==> src/rtl/perturb_cost_unit_if.sv <==
// Bundle of handshake, data and status signals for the perturbation cost unit.
interface perturb_cost_unit_if #(
    parameter int unsigned OUTPUT_SZ = 1,
    parameter int unsigned BITWIDTH  = 18
);
    logic                            dataReadyP;
    logic [OUTPUT_SZ*BITWIDTH-1:0]   networkOutput;
    logic [OUTPUT_SZ-1:0]            modelOutput;
    logic                            trainMode;
    logic                            trainingReady;
    logic [BITWIDTH-1:0]             costFunc;
    logic                            newCostFunc;
    logic                            busy;
    logic [31:0]                     errCount;
    logic [31:0]                     windowErr;
    logic                            windowDone;
    logic                            overrun;

    // Driver side (network / trainer).
    modport master (
        output dataReadyP, networkOutput, modelOutput, trainMode, trainingReady,
        input  costFunc, newCostFunc, busy, errCount, windowErr, windowDone, overrun
    );

    // Cost unit side.
    modport slave (
        input  dataReadyP, networkOutput, modelOutput, trainMode, trainingReady,
        output costFunc, newCostFunc, busy, errCount, windowErr, windowDone, overrun
    );
endinterface

==> src/rtl/perturb_cost_unit.sv <==
// Perturbation-based cost unit: evaluates a nominal and a perturbed network pass through a
// shift-only sigmoid and squared-error loss, one channel per clock on a shared multiplier,
// and emits the saturated, scaled cost difference. Also tracks nominal mispredictions per window.
module perturb_cost_unit #(
    parameter int unsigned OUTPUT_SZ  = 1,
    parameter int unsigned QN         = 6,
    parameter int unsigned QM         = 11,
    parameter int unsigned DIFF_SHIFT = 5,
    parameter int unsigned ERR_WINDOW = 1000
) (
    input logic               clk_i,
    input logic               rst_i,
    perturb_cost_unit_if.slave bus
);
    localparam int unsigned BW  = QN + QM + 1;
    localparam int unsigned EW  = BW + 1;
    localparam int unsigned CW  = (OUTPUT_SZ > 1) ? $clog2(OUTPUT_SZ) : 1;
    // Each channel loss is at most 1.0, so the sum needs clog2(OUTPUT_SZ+1) extra bits.
    localparam int unsigned JW  = QM + 1 + $clog2(OUTPUT_SZ + 1);
    localparam int unsigned DW0 = JW + 1 + DIFF_SHIFT;
    localparam int unsigned DW  = (DW0 > BW + 1) ? DW0 : BW + 1;

    localparam logic [BW-1:0] One    = BW'(1) << QM;
    localparam logic [BW-1:0] Five   = BW'(5) << QM;
    localparam logic [BW-1:0] T2p375 = BW'(19) << (QM - 3);
    localparam logic [BW-1:0] C0p843 = BW'(27) << (QM - 5);
    localparam logic [BW-1:0] C0p625 = BW'(5) << (QM - 3);
    localparam logic [BW-1:0] Half   = BW'(1) << (QM - 1);

    localparam logic signed [DW-1:0] SatMax = {{(DW - BW + 1){1'b0}}, {(BW - 1){1'b1}}};
    localparam logic signed [DW-1:0] SatMin = {{(DW - BW + 1){1'b1}}, {(BW - 1){1'b0}}};

    typedef enum logic [2:0] {
        StIdle, StCalcNom, StWaitPert, StCalcPert, StEmit, StWaitTrain
    } state_e;

    state_e                      state_q, state_d;
    logic                        prev_q, prev_d;
    logic [OUTPUT_SZ*BW-1:0]     x_q, x_d;
    logic [OUTPUT_SZ-1:0]        t_q, t_d;
    logic                        train_q, train_d;
    logic [CW-1:0]               ch_q, ch_d;
    logic [JW-1:0]               acc_q, acc_d;
    logic [JW-1:0]               jnom_q, jnom_d;
    logic [BW-1:0]               cost_q, cost_d;
    logic                        newcost_q, newcost_d;
    logic [31:0]                 err_q, err_d;
    logic [31:0]                 win_err_q, win_err_d;
    logic                        win_done_q, win_done_d;
    logic                        overrun_q, overrun_d;
    logic [31:0]                 eval_q, eval_d;

    logic                        rise;
    logic [BW-1:0]               x_sel;
    logic                        t_sel;
    logic [BW-1:0]               a_abs, y_pos, s_val, t_val;
    logic signed [EW-1:0]        e_val;
    logic signed [2*EW-1:0]      prod, loss_w;
    logic [JW-1:0]               acc_sum;
    logic                        mismatch, last_ch;
    logic [31:0]                 err_inc;
    logic signed [DW-1:0]        diff;

    // Datapath for the current channel: sigmoid, error, single squaring multiplier.
    always_comb begin
        x_sel = '0;
        t_sel = 1'b0;
        for (int unsigned c = 0; c < OUTPUT_SZ; c++) begin
            if (ch_q == CW'(c)) begin
                x_sel = x_q[c*BW +: BW];
                t_sel = t_q[c];
            end
        end
        a_abs = x_sel[BW-1] ? (~x_sel) + BW'(1) : x_sel;
        if (a_abs >= Five) begin
            y_pos = One;
        end else if (a_abs >= T2p375) begin
            y_pos = (a_abs >> 5) + C0p843;
        end else if (a_abs >= One) begin
            y_pos = (a_abs >> 3) + C0p625;
        end else begin
            y_pos = (a_abs >> 2) + Half;
        end
        s_val    = x_sel[BW-1] ? One - y_pos : y_pos;
        t_val    = t_sel ? One : '0;
        e_val    = $signed({1'b0, t_val}) - $signed({1'b0, s_val});
        prod     = e_val * e_val;
        loss_w   = prod >>> QM;
        acc_sum  = acc_q + JW'(loss_w);
        mismatch = (~x_sel[BW-1]) != t_sel;
        last_ch  = (ch_q == CW'(OUTPUT_SZ - 1));
        err_inc  = err_q + 32'(mismatch);
        diff     = ($signed({{(DW - JW){1'b0}}, acc_q}) -
                    $signed({{(DW - JW){1'b0}}, jnom_q})) <<< DIFF_SHIFT;
    end

    // Next-state and register updates for the evaluation FSM.
    always_comb begin
        state_d    = state_q;
        prev_d     = bus.dataReadyP;
        x_d        = x_q;
        t_d        = t_q;
        train_d    = train_q;
        ch_d       = ch_q;
        acc_d      = acc_q;
        jnom_d     = jnom_q;
        cost_d     = cost_q;
        newcost_d  = 1'b0;
        err_d      = err_q;
        win_err_d  = win_err_q;
        win_done_d = 1'b0;
        overrun_d  = overrun_q;
        eval_d     = eval_q;
        rise       = bus.dataReadyP & ~prev_q;

        unique case (state_q)
            StIdle: begin
                if (rise) begin
                    x_d     = bus.networkOutput;
                    t_d     = bus.modelOutput;
                    train_d = bus.trainMode;
                    ch_d    = '0;
                    acc_d   = '0;
                    state_d = StCalcNom;
                end
            end
            StCalcNom: begin
                acc_d = acc_sum;
                ch_d  = ch_q + CW'(1);
                err_d = err_inc;
                if (last_ch) begin
                    ch_d = '0;
                    if (eval_q == 32'(ERR_WINDOW - 1)) begin
                        win_err_d  = err_inc;
                        win_done_d = 1'b1;
                        err_d      = '0;
                        eval_d     = '0;
                    end else begin
                        eval_d = eval_q + 32'd1;
                    end
                    if (train_q) begin
                        jnom_d  = acc_sum;
                        state_d = StWaitPert;
                    end else begin
                        state_d = StIdle;
                    end
                end
            end
            StWaitPert: begin
                // modelOutput from the nominal capture is kept for the perturbed pass.
                if (rise) begin
                    x_d     = bus.networkOutput;
                    ch_d    = '0;
                    acc_d   = '0;
                    state_d = StCalcPert;
                end
            end
            StCalcPert: begin
                acc_d = acc_sum;
                ch_d  = ch_q + CW'(1);
                if (last_ch) begin
                    ch_d    = '0;
                    state_d = StEmit;
                end
            end
            StEmit: begin
                if (diff > SatMax) begin
                    cost_d = BW'(SatMax);
                end else if (diff < SatMin) begin
                    cost_d = BW'(SatMin);
                end else begin
                    cost_d = BW'(diff);
                end
                newcost_d = 1'b1;
                state_d   = StWaitTrain;
            end
            StWaitTrain: begin
                if (bus.trainingReady) begin
                    state_d = StIdle;
                end
            end
            default: state_d = StIdle;
        endcase

        if (rise && (state_q == StCalcNom || state_q == StCalcPert ||
                     state_q == StEmit || state_q == StWaitTrain)) begin
            overrun_d = 1'b1;
        end
    end

    // State registers with synchronous reset; edge detector held low during reset.
    always_ff @(posedge clk_i) begin
        if (rst_i) begin
            state_q    <= StIdle;
            prev_q     <= 1'b0;
            x_q        <= '0;
            t_q        <= '0;
            train_q    <= 1'b0;
            ch_q       <= '0;
            acc_q      <= '0;
            jnom_q     <= '0;
            cost_q     <= '0;
            newcost_q  <= 1'b0;
            err_q      <= '0;
            win_err_q  <= '0;
            win_done_q <= 1'b0;
            overrun_q  <= 1'b0;
            eval_q     <= '0;
        end else begin
            state_q    <= state_d;
            prev_q     <= prev_d;
            x_q        <= x_d;
            t_q        <= t_d;
            train_q    <= train_d;
            ch_q       <= ch_d;
            acc_q      <= acc_d;
            jnom_q     <= jnom_d;
            cost_q     <= cost_d;
            newcost_q  <= newcost_d;
            err_q      <= err_d;
            win_err_q  <= win_err_d;
            win_done_q <= win_done_d;
            overrun_q  <= overrun_d;
            eval_q     <= eval_d;
        end
    end

    assign bus.costFunc    = cost_q;
    assign bus.newCostFunc = newcost_q;
    assign bus.busy        = (state_q != StIdle);
    assign bus.errCount    = err_q;
    assign bus.windowErr   = win_err_q;
    assign bus.windowDone  = win_done_q;
    assign bus.overrun     = overrun_q;
endmodule
==> src/flat_wrapper.sv <==
// flat-port wrapper written by rule: the top's interface ports become plain ports
module perturb_cost_unit_flat 
#(
    parameter int unsigned OUTPUT_SZ  = 1,
    parameter int unsigned QN         = 6,
    parameter int unsigned QM         = 11,
    parameter int unsigned DIFF_SHIFT = 5,
    parameter int unsigned ERR_WINDOW = 1000
)
  (clk_i, rst_i, bus_dataReadyP, bus_networkOutput, bus_modelOutput, bus_trainMode, bus_trainingReady, bus_costFunc, bus_newCostFunc, bus_busy, bus_errCount, bus_windowErr, bus_windowDone, bus_overrun);
  perturb_cost_unit_if #(.OUTPUT_SZ(OUTPUT_SZ)) bus_i ();
  input logic clk_i;
  input logic rst_i;
  input wire logic [$bits(bus_i.dataReadyP)-1:0] bus_dataReadyP;
  input wire logic [$bits(bus_i.networkOutput)-1:0] bus_networkOutput;
  input wire logic [$bits(bus_i.modelOutput)-1:0] bus_modelOutput;
  input wire logic [$bits(bus_i.trainMode)-1:0] bus_trainMode;
  input wire logic [$bits(bus_i.trainingReady)-1:0] bus_trainingReady;
  output wire logic [$bits(bus_i.costFunc)-1:0] bus_costFunc;
  output wire logic [$bits(bus_i.newCostFunc)-1:0] bus_newCostFunc;
  output wire logic [$bits(bus_i.busy)-1:0] bus_busy;
  output wire logic [$bits(bus_i.errCount)-1:0] bus_errCount;
  output wire logic [$bits(bus_i.windowErr)-1:0] bus_windowErr;
  output wire logic [$bits(bus_i.windowDone)-1:0] bus_windowDone;
  output wire logic [$bits(bus_i.overrun)-1:0] bus_overrun;
  assign bus_i.dataReadyP = bus_dataReadyP;
  assign bus_i.networkOutput = bus_networkOutput;
  assign bus_i.modelOutput = bus_modelOutput;
  assign bus_i.trainMode = bus_trainMode;
  assign bus_i.trainingReady = bus_trainingReady;
  assign bus_costFunc = bus_i.costFunc;
  assign bus_newCostFunc = bus_i.newCostFunc;
  assign bus_busy = bus_i.busy;
  assign bus_errCount = bus_i.errCount;
  assign bus_windowErr = bus_i.windowErr;
  assign bus_windowDone = bus_i.windowDone;
  assign bus_overrun = bus_i.overrun;
  perturb_cost_unit #(.OUTPUT_SZ(OUTPUT_SZ), .QN(QN), .QM(QM), .DIFF_SHIFT(DIFF_SHIFT), .ERR_WINDOW(ERR_WINDOW)) u_core (.clk_i(clk_i), .rst_i(rst_i), .bus(bus_i));
endmodule
==> config.mk <==
export PLATFORM = sky130hd
export DESIGN_NAME = perturb_cost_unit_flat
export DESIGN_NICKNAME = d
export VERILOG_FILES = /design/src/rtl/perturb_cost_unit_if.sv /design/src/rtl/perturb_cost_unit.sv /design/src/flat_wrapper.sv
export SDC_FILE = /design/constraint.sdc
export NUM_CORES = 1
export LEC_CHECK = 0
export ABC_AREA = 1
export BUFFER_PORTS_ARGS = -buffer_cell sky130_fd_sc_hd__buf_2
export CAP_MARGIN = 5
export CORE_UTILIZATION = 60
export CTS_CLUSTER_DIAMETER = 80
export DETAILED_ROUTE_END_ITERATION = 12
export PLACE_DENSITY = 0.81
export SETUP_SLACK_MARGIN = 0.4
export SLEW_MARGIN = 20
export SYNTH_ARGS = -nofsm -noshare
export SYNTH_HDL_FRONTEND = slang
export SYNTH_SLANG_ARGS = --single-unit
==> constraint.sdc <==
create_clock -name clk_i -period 19.6 [get_ports clk_i]
set_input_delay 0.98 -clock clk_i [delete_from_list [all_inputs] [get_ports clk_i]]
set_output_delay 0.98 -clock clk_i [all_outputs]
set_load 0.1 [all_outputs]
==> flow_summary.json, run 1 <==
{
  "ys_warn_count": 0,
  "num_rows": 61,
  "synth_seq_cells": 163,
  "relSlewSlack": 0.4240,
  "crit_top_cell": "inv_1",
  "crit_slowest_cell": "dfxtp_1",
  "ys_async_sr_fraction": 0,
  "dp_hpwl_um": 31250,
  "clock_latency_ns": 0.43,
  "initial_core_util": 0.6085,
  "via_count": 14437,
  "placeableCoreArea_mm2": 0.02778,
  "yosysUniqueCellTypes": 54,
  "hp-class": "reg -> reg",
  "track_usage": 0.2847,
  "routabilityCongestion": 0.9247,
  "syn_area_mm2": 0.01690,
  "synth_edf_count": 0,
  "drc": 0,
  "via_per_inst": 5.271,
  "crit_family": "adder cells",
  "drt-pass1-iter-count": 7,
  "crit_path_end_kind": "flop",
  "synth_area_per_cell_um2": 7.421,
  "post_cts_buffers": 0,
  "detail-route-antenna-nets": 0,
  "wl_um": 39310,
  "root_buffer": "clkbuf_16",
  "skew_ns": 0.01976,
  "fmax_mhz": 79.06,
  "cts_tree": "done",
  "htreeDepth": 4,
  "critical_path_required_ns": 19.96,
  "path_buf_inv": 14,
  "setup_viol_count_final": 0,
  "cts.path.max_buffers": 2,
  "post_cts_resized": 0,
  "multi_input_area_mm2": 0.01145,
  "dp_slack_ns": 7.019,
  "grt_pass1_wl_um": 67140,
  "setup_ws_ns": 6.951,
  "rsz0062_at_grt": "false",
  "period_share": 0.6454,
  "die_w_um": 169.9,
  "ys.flop_type": "dfxtp_1",
  "fillers": 2401,
  "syn_nets": 2606,
  "drv_cap": 0,
  "grt.overflow.total": 0,
  "hold_violations": 0,
  "crit_fanout": 24,
  "cts_hold_buf": 0,
  "slew_violations": 0,
  "layout_common_cells": "inv_1 (482), nand2_1 (430), nor2_1 (205)",
  "initialDrtViolationCount": 979,
  "fin_setup_tns_ns": 0,
  "holdWs_ns": 0.4438,
  "seq_area_mm2": 0.003263,
  "clk_pin_slew_ns": 0.08,
  "status": "finished clean",
  "final_common_cell": "inv_1",
  "postSynthCellCount": 2278,
  "drive_gt1_frac": 0.1080,
  "fin_crit_ns": 12.65,
  "grt_max_degree": 78,
  "reg2reg_slack_ns": 6.95,
  "first_global_vias": 14602,
  "syn_to_final_growth_pct": 8.393,
  "worst_pin_slew_ns": 0.8640,
  "die_h_um": 169.9,
  "cts_made_buffers": 17,
  "ios": 110,
  "worst_ep_arrival_time_ns": 13.01,
  "io_buffers": 109,
  "critPathLaunchType": "flop",
  "antenna_found_initial": 0,
  "antenna_cells": 0,
  "cts_num_sinks": 163,
  "yosysSeqAreaShare": 0.1930,
  "wl_per_cell_um": 14.35,
  "layout.nets": 2676,
  "fin_util": 0.6596,
  "die-area_mm2": 0.02885,
  "critPathKind": "reg -> reg",
  "critPathMaxStageDelay_ns": 0.87
}
[metal layers]
| metal | GRT usage | up-vias | routed length [um] |
|---|---|---|---|
| li1 | - | 7088 | - |
| met1 | 0.3637 | 6867 | 17040 |
| met2 | 0.5094 | 414 | 19710 |
| met3 | 0.03000 | 68 | 1745 |
| met4 | 0.07795 | 0 | 813 |
| met5 | 0 | - | 0 |
[flip-flops by register name, indices dropped and copies added, names as in the netlist, 3 cells and up]
register	cells
u_core.bus.errCount	32
u_core.bus.windowErr	32
u_core.eval_q	32
u_core.x_q	18
u_core.bus.costFunc	14
u_core.acc_q	13
u_core.jnom_q	13
u_core.state_q	3
[worst paths after layout]
| kind | start | to | cells after the start |
|---|---|---|---|
| max | u_core.x_q[17]$_SDFFE_PP0P_ | u_core.acc_q[12]$_SDFFE_PP0P_ | 68 |
| min | u_core.bus.overrun$_SDFFE_PP0P_ | u_core.bus.overrun$_SDFFE_PP0P_ | 2 |
| max reg2reg | u_core.x_q[17]$_SDFFE_PP0P_ | u_core.acc_q[12]$_SDFFE_PP0P_ | 68 |
| min reg2reg | u_core.bus.overrun$_SDFFE_PP0P_ | u_core.bus.overrun$_SDFFE_PP0P_ | 2 |
[through the flow]
stage / instances / area (um2)
after floorplan: 2278 / 16910
after global placement: 2707 / 17670
after detailed placement: 2707 / 17670
after CTS: 2739 / 18320
after global routing: 2739 / 18320
final: 2739 / 18320
[cells in the mapped netlist (20+ instances only)]
cell type	instances	area share
nand2_1	430	0.095
xnor2_1	22	0.011
nor2_1	207	0.046
nand3_1	143	0.042
dfxtp_1	163	0.19
inv_1	483	0.11
o21ai_0	57	0.017
clkbuf_1	43	0.0095
xor2_1	56	0.029
fa_1	189	0.22
nand2_2	20	0.0074
a21oi_1	140	0.041
ha_1	115	0.085
[kinds of logic (layout without fill, tap and decap cells)]
| group | Yosys count | count (layout) | share of synthesized area |
|---|---|---|---|
| and+or+nand+nor | 919 | 919 | 0.2461 |
| buffers and inverters | 567 | 650 | 0.1297 |
| adders and majority gates | 304 | 304 | 0.3089 |
| AOI/OAI and AO/OA | 245 | 245 | 0.07993 |
| DFF | 163 | 163 | 0.1930 |
| xor gates and xnor gates | 80 | 80 | 0.04234 |
[final cells by class]
cell class,instances,area share
clock buffer,18,0.02397
clock inverter,14,0.01147
inverter,503,0.1033
multi-input combinational,1548,0.6251
sequential,163,0.1781
tap,378,0.02581
timing repair buffer,115,0.03223
[tightest hold or removal path: stages, from the launching register on]
cell and delay [ns]:
dfxtp_1 0.31, inv_1 0.04, a21oi_1 0.05
Power of run 1 is not shown: default switching activity piles up to over one toggle a cycle in this logic, so the estimate is an artifact.
==> run 2, diff against run 1 <==
--- a/config.mk
+++ b/config.mk
@@ -8,7 +8,7 @@
 export ABC_AREA = 1
 export BUFFER_PORTS_ARGS = -buffer_cell sky130_fd_sc_hd__buf_2
 export CAP_MARGIN = 5
-export CORE_UTILIZATION = 60
+export CORE_UTILIZATION = 57
 export CTS_CLUSTER_DIAMETER = 80
 export DETAILED_ROUTE_END_ITERATION = 12
 export PLACE_DENSITY = 0.81
==> constraint.sdc (replaced) <==
create_clock -name clk_i -period 10.45 [get_ports clk_i]
set_input_delay 0.5225 -clock clk_i [delete_from_list [all_inputs] [get_ports clk_i]]
set_output_delay 0.5225 -clock clk_i [all_outputs]
set_load 0.1 [all_outputs]
==> flow_summary.json, run 2 (synthesized netlist as in run 1, its figures left out) <==
{
  "status": "finished with violations",
  "violations": "setup timing",
  "holdWs_ns": 0.3220,
  "htreeDepth": 4,
  "cts_made_buffers": 17,
  "io_buffers": 109,
  "die_h_um": 174.2,
  "worst_pin_slew_ns": 0.9586,
  "placeableCoreArea_mm2": 0.02894,
  "crit_fanout": 7,
  "detail-route-antenna-nets": 0,
  "critPathLaunchType": "flop",
  "cts_tree": "done",
  "grt_pass1_wl_um": 72800,
  "die-area_mm2": 0.03035,
  "critical_path_required_ns": 10.81,
  "drc": 0,
  "layout_common_cells": "inv_1 (460), nand2_1 (396), fa_1 (187)",
  "hp-class": "in -> reg",
  "via_count": 15881,
  "crit_path_end_kind": "flop",
  "grt_max_degree": 78,
  "setup_ws_ns": -0.8013,
  "drv_cap": 0,
  "fmax_mhz": 88.88,
  "fin_util": 0.7143,
  "layout.nets": 2860,
  "skew_ns": 0.01820,
  "clock_latency_ns": 0.44,
  "placedCellCount": 2826,
  "first_global_vias": 15725,
  "use_met3": 0.03631,
  "rsz0062_at_grt": "true",
  "via_per_inst": 5.424,
  "num_rows": 62,
  "seq_area_mm2": 0.003268,
  "period_share": 1.077,
  "slew_violations": 0,
  "drt-pass1-iter-count": 8,
  "grt_use_met1": 0.3524,
  "setup_viol_count_final": 8,
  "root_buffer": "clkbuf_16",
  "cts.path.max_buffers": 2,
  "dp_hpwl_um": 32050,
  "antenna_cells": 0,
  "top_usage_layer": "met2",
  "initialDrtViolationCount": 1265,
  "final_common_cell": "inv_1",
  "dp_slack_ns": -0.2168,
  "die_w_um": 174.2,
  "relSlewSlack": 0.3586,
  "worst_ep_arrival_time_ns": 11.62,
  "track_usage": 0.2901,
  "initial_core_util": 0.5842,
  "critPathMaxStageDelay_ns": 0.59,
  "ios": 110,
  "syn_to_final_growth_pct": 22.26,
  "fin_crit_ns": 11.25,
  "fillers": 2064,
  "routabilityCongestion": 0.9084,
  "wl_per_cell_um": 16.02,
  "cts_num_sinks": 163,
  "hold_violations": 0,
  "multi_input_area_mm2": 0.01233,
  "critPathKind": "reg -> reg",
  "clk_pin_slew_ns": 0.08,
  "fin_cells": 2928,
  "drive_gt1_frac": 0.2351,
  "grt.overflow.total": 0,
  "met2_usage": 0.5211,
  "antenna_found_initial": 0,
  "crit_slowest_cell": "fa_1",
  "wl_um": 46910
}
## run 2: worst max-delay path: cells and delay by family (launching register included)
| kind | cells | cell delay, ns |
|---|---|---|
| AO/OA/AOI/OAI | 9 | 1.36 |
| buffers and inverters | 15 | 1.48 |
| adder cells (fa/ha/maj) | 11 | 4.42 |
| XOR/XNOR | 4 | 0.73 |
| flip-flops | 1 | 0.34 |
| AND/OR/NAND/NOR | 26 | 2.86 |
## run 2: layer usage
metal  vias up  part of all wire
met3       193             0.053
met1      7560              0.39
li1       7484                 -
met5         -                 0
met2       644              0.51
met4         0             0.045
## run 2: worst paths after layout
check	start	depth (start not counted)	slack (ns)	end
hold / removal	bus_dataReadyP	3	0.32	u_core.prev_q$_SDFF_PP0_
hold reg to reg	u_core.bus.costFunc[6]$_SDFFE_PP0P_	2	0.46	u_core.bus.costFunc[6]$_SDFFE_PP0P_
setup reg to reg	u_core.x_q[0]$_SDFFE_PP0P_	65	-0.80	u_core.acc_q[12]$_SDFFE_PP0P_
setup / recovery	u_core.x_q[0]$_SDFFE_PP0P_	65	-0.80	u_core.acc_q[12]$_SDFFE_PP0P_
## run 2: layout make-up
cell class,instances,area share
multi-input combinational,1548,0.5965
tap,384,0.02325
timing repair buffer,299,0.1012
clock inverter,14,0.007809
inverter,503,0.09256
sequential,163,0.1581
clock buffer,17,0.02058
## run 2: metrics by stage
| step | setup TNS (ns) | area [um2] |
|---|---|---|
| after global placement | 0 | 18920 |
| after floorplan | 0 | 17290 |
| after global routing | -9.150 | 20670 |
| after detailed placement | -0.3795 | 18920 |
| final | -3.328 | 20670 |
| after CTS | -0.02890 | 20120 |
## run 2: repair_timing
item / CTS / global route
setup buffers: 48 / 22
endpoints found under the setup margin: 7 / 18
pin swaps: 68 / 77
gates cloned: 1 / 0
resized for setup: 61 / 104
hold buffers: 0 / 0
hold endpoints to repair: 0 / 0
Power of run 2 is left out for the same reason.
==> run 3, diff against run 2 <==
--- a/config.mk
+++ b/config.mk
@@ -5,7 +5,6 @@
 export SDC_FILE = /design/constraint.sdc
 export NUM_CORES = 1
 export LEC_CHECK = 0
-export ABC_AREA = 1
 export BUFFER_PORTS_ARGS = -buffer_cell sky130_fd_sc_hd__buf_2
 export CAP_MARGIN = 5
 export CORE_UTILIZATION = 57
==> flow_summary.json, run 3 <==
{
  "status": "finished with violations",
  "violations": "setup timing",
  "initial_core_util": 0.5806,
  "dp_hpwl_um": 34120,
  "crit_path_end_kind": "flop",
  "track_usage": 0.3237,
  "setup_viol_count_final": 20,
  "slew_violations": 0,
  "met2_usage": 0.5778,
  "synth_seq_cells": 163,
  "ys_warn_count": 0,
  "synth_area_per_cell_um2": 8.293,
  "crit_top_cell": "fa_1",
  "initialDrtViolationCount": 1276,
  "cts_num_sinks": 163,
  "grt.overflow.total": 0,
  "wl_um": 49780,
  "fin_setup_tns_ns": -20.38,
  "hp-class": "in -> reg",
  "drv_cap": 0,
  "yosysSeqAreaShare": 0.1953,
  "placeableCoreArea_mm2": 0.02878,
  "cts_made_buffers": 17,
  "via_count": 15733,
  "yosysUniqueCellTypes": 88,
  "syn_area_mm2": 0.01671,
  "wl_per_cell_um": 18.13,
  "drive_gt1_frac": 0.2579,
  "layout_common_cells": "inv_1 (310), buf_4 (288), nand2_1 (205)",
  "htreeDepth": 4,
  "ios": 110,
  "drc": 0,
  "worst_ep_arrival_time_ns": 12.86,
  "fmax_mhz": 79.98,
  "top_usage_layer": "met2",
  "syn_nets": 2343,
  "critPathLaunchType": "flop",
  "grt_pass1_wl_um": 78850,
  "relSlewSlack": 0.2925,
  "critPathKind": "reg -> reg",
  "ys_async_sr_fraction": 0,
  "setup_ws_ns": -2.053,
  "drt-pass1-iter-count": 5,
  "via_per_inst": 5.729,
  "die_w_um": 173.2,
  "place_area_mm2": 0.01962,
  "postSynthCellCount": 2015,
  "critPathMaxStageDelay_ns": 0.58,
  "grt_max_degree": 90,
  "path_buf_inv": 11,
  "final_common_cell": "inv_1",
  "hold_violations": 0,
  "cts_hold_buf": 0,
  "clk_pin_slew_ns": 0.09,
  "crit_family": "adder cells",
  "use_met3": 0.05395,
  "synth_commonest_cells": "inv_1 (319), nand2_1 (208), nor2_1 (203), fa_1 (189), dfxtp_1 (163)",
  "grt_use_met1": 0.3746,
  "routabilityCongestion": 0.9182,
  "final_area_mm2": 0.02106,
  "detail-route-antenna-nets": 0,
  "synth_area_leaders": "fa_1 (23%), dfxtp_1 (20%), ha_1 (8.6%), inv_1 (7.2%), nand2_1 (4.7%)",
  "antenna_found_initial": 1,
  "fillers": 1916,
  "crit_slowest_cell": "or4_4",
  "fin_crit_ns": 12.50,
  "synth_top_area_cell": "fa_1",
  "die-area_mm2": 0.03001,
  "period_share": 1.197,
  "cts_tree": "done",
  "die_h_um": 173.2,
  "synth_edf_count": 0,
  "crit_fanout": 4,
  "worst_pin_slew_ns": 1.057,
  "cts.path.max_buffers": 2,
  "synth_top_area_share": 0.2264,
  "rsz0062_at_grt": "true",
  "ys.flop_type": "dfxtp_1",
  "num_rows": 62,
  "first_global_vias": 16323,
  "root_buffer": "clkbuf_16",
  "fin_util": 0.7318,
  "layout.nets": 2676,
  "io_buffers": 109,
  "skew_ns": 0.02085,
  "critical_path_required_ns": 10.81,
  "clock_latency_ns": 0.45,
  "holdWs_ns": 0.3072,
  "syn_to_final_growth_pct": 26.04,
  "synth_most_common_cell": "inv_1"
}
## run 3: cell types whose count changed in the layout (fill, tap and decap cells not counted), moves of 38 or more
| cell | before | now |
|---|---|---|
| nand2_1 | 396 | 205 |
| inv_1 | 460 | 310 |
| buf_4 | 167 | 288 |
| nand3_1 | 129 | 40 |
| xnor2_1 | 21 | 72 |
| nand2_2 | 49 | 3 |
| a211oi_1 | 1 | 39 |
## run 3: logic make-up (layout without fill, tap and decap cells)
| group | Yosys count | in the layout | share of synthesized area |
|---|---|---|---|
| multiplexers | 11 | 11 | 0.007936 |
| buffers and inverters | 417 | 763 | 0.09651 |
| adder cells (fa/ha/maj) | 316 | 316 | 0.3197 |
| flip-flops | 163 | 163 | 0.1953 |
| other | 0 | 1 | 0 |
| AO/OA/AOI/OAI | 312 | 312 | 0.1209 |
| AND/OR/NAND/NOR | 653 | 653 | 0.1827 |
| XOR/XNOR | 143 | 143 | 0.07697 |
## run 3: stage by stage
| step | worst slack (ns) | instances |
|---|---|---|
| global route | -2.375 | 2745 |
| floorplan | -1.787 | 2015 |
| CTS | -1.588 | 2730 |
| finish | -2.053 | 2746 |
| global placement | -1.239 | 2683 |
| detailed placement | -1.677 | 2683 |
## run 3: cell type report
| type | instances | area, um2 | area share |
|---|---|---|---|
| Antenna cell | 1 | 2.502 | 0.0001188 |
| Multi-Input combinational cell | 1435 | 12600 | 0.5983 |
| Sequential cell | 163 | 3266 | 0.1550 |
| Tap cell | 384 | 480.5 | 0.02281 |
| Timing Repair Buffer | 407 | 2826 | 0.1342 |
| Inverter | 324 | 1235 | 0.05863 |
| Clock inverter | 15 | 225.2 | 0.01069 |
| Clock buffer | 17 | 425.4 | 0.02020 |
## run 3: what timing repair did
action,in CTS,in global routing
buffers inserted,15,15
setup endpoints to repair,24,26
gates cloned,0,0
gates resized for setup,66,40
pin swaps,43,42
## run 3: layer usage
metal,routed length [um],vias up
li1,-,7147
met1,18690,7638
met2,25050,704
met3,3250,244
met4,2795,0
met5,0,-
## run 3: path summary, 6_finish.rpt
check,start,endpoint,slack [ns],cells after the start
setup / recovery,u_core.x_q[3]$_SDFFE_PP0P_,u_core.acc_q[12]$_SDFFE_PP0P_,-2.05,54
hold / removal,bus_networkOutput[1],u_core.x_q[1]$_SDFFE_PP0P_,0.31,3
setup reg to reg,u_core.x_q[3]$_SDFFE_PP0P_,u_core.acc_q[12]$_SDFFE_PP0P_,-2.05,54
hold reg to reg,u_core.jnom_q[6]$_SDFFE_PP0P_,u_core.jnom_q[6]$_SDFFE_PP0P_,0.46,2
## run 3: tightest hold or removal path, delay by kind of cell
kind | cells | cell delay [ns]
simple gates | 1 | 0.05
compound gates | 1 | 0.05
buf+inv | 1 | 0.09
Power of run 3 is left out for the same reason.
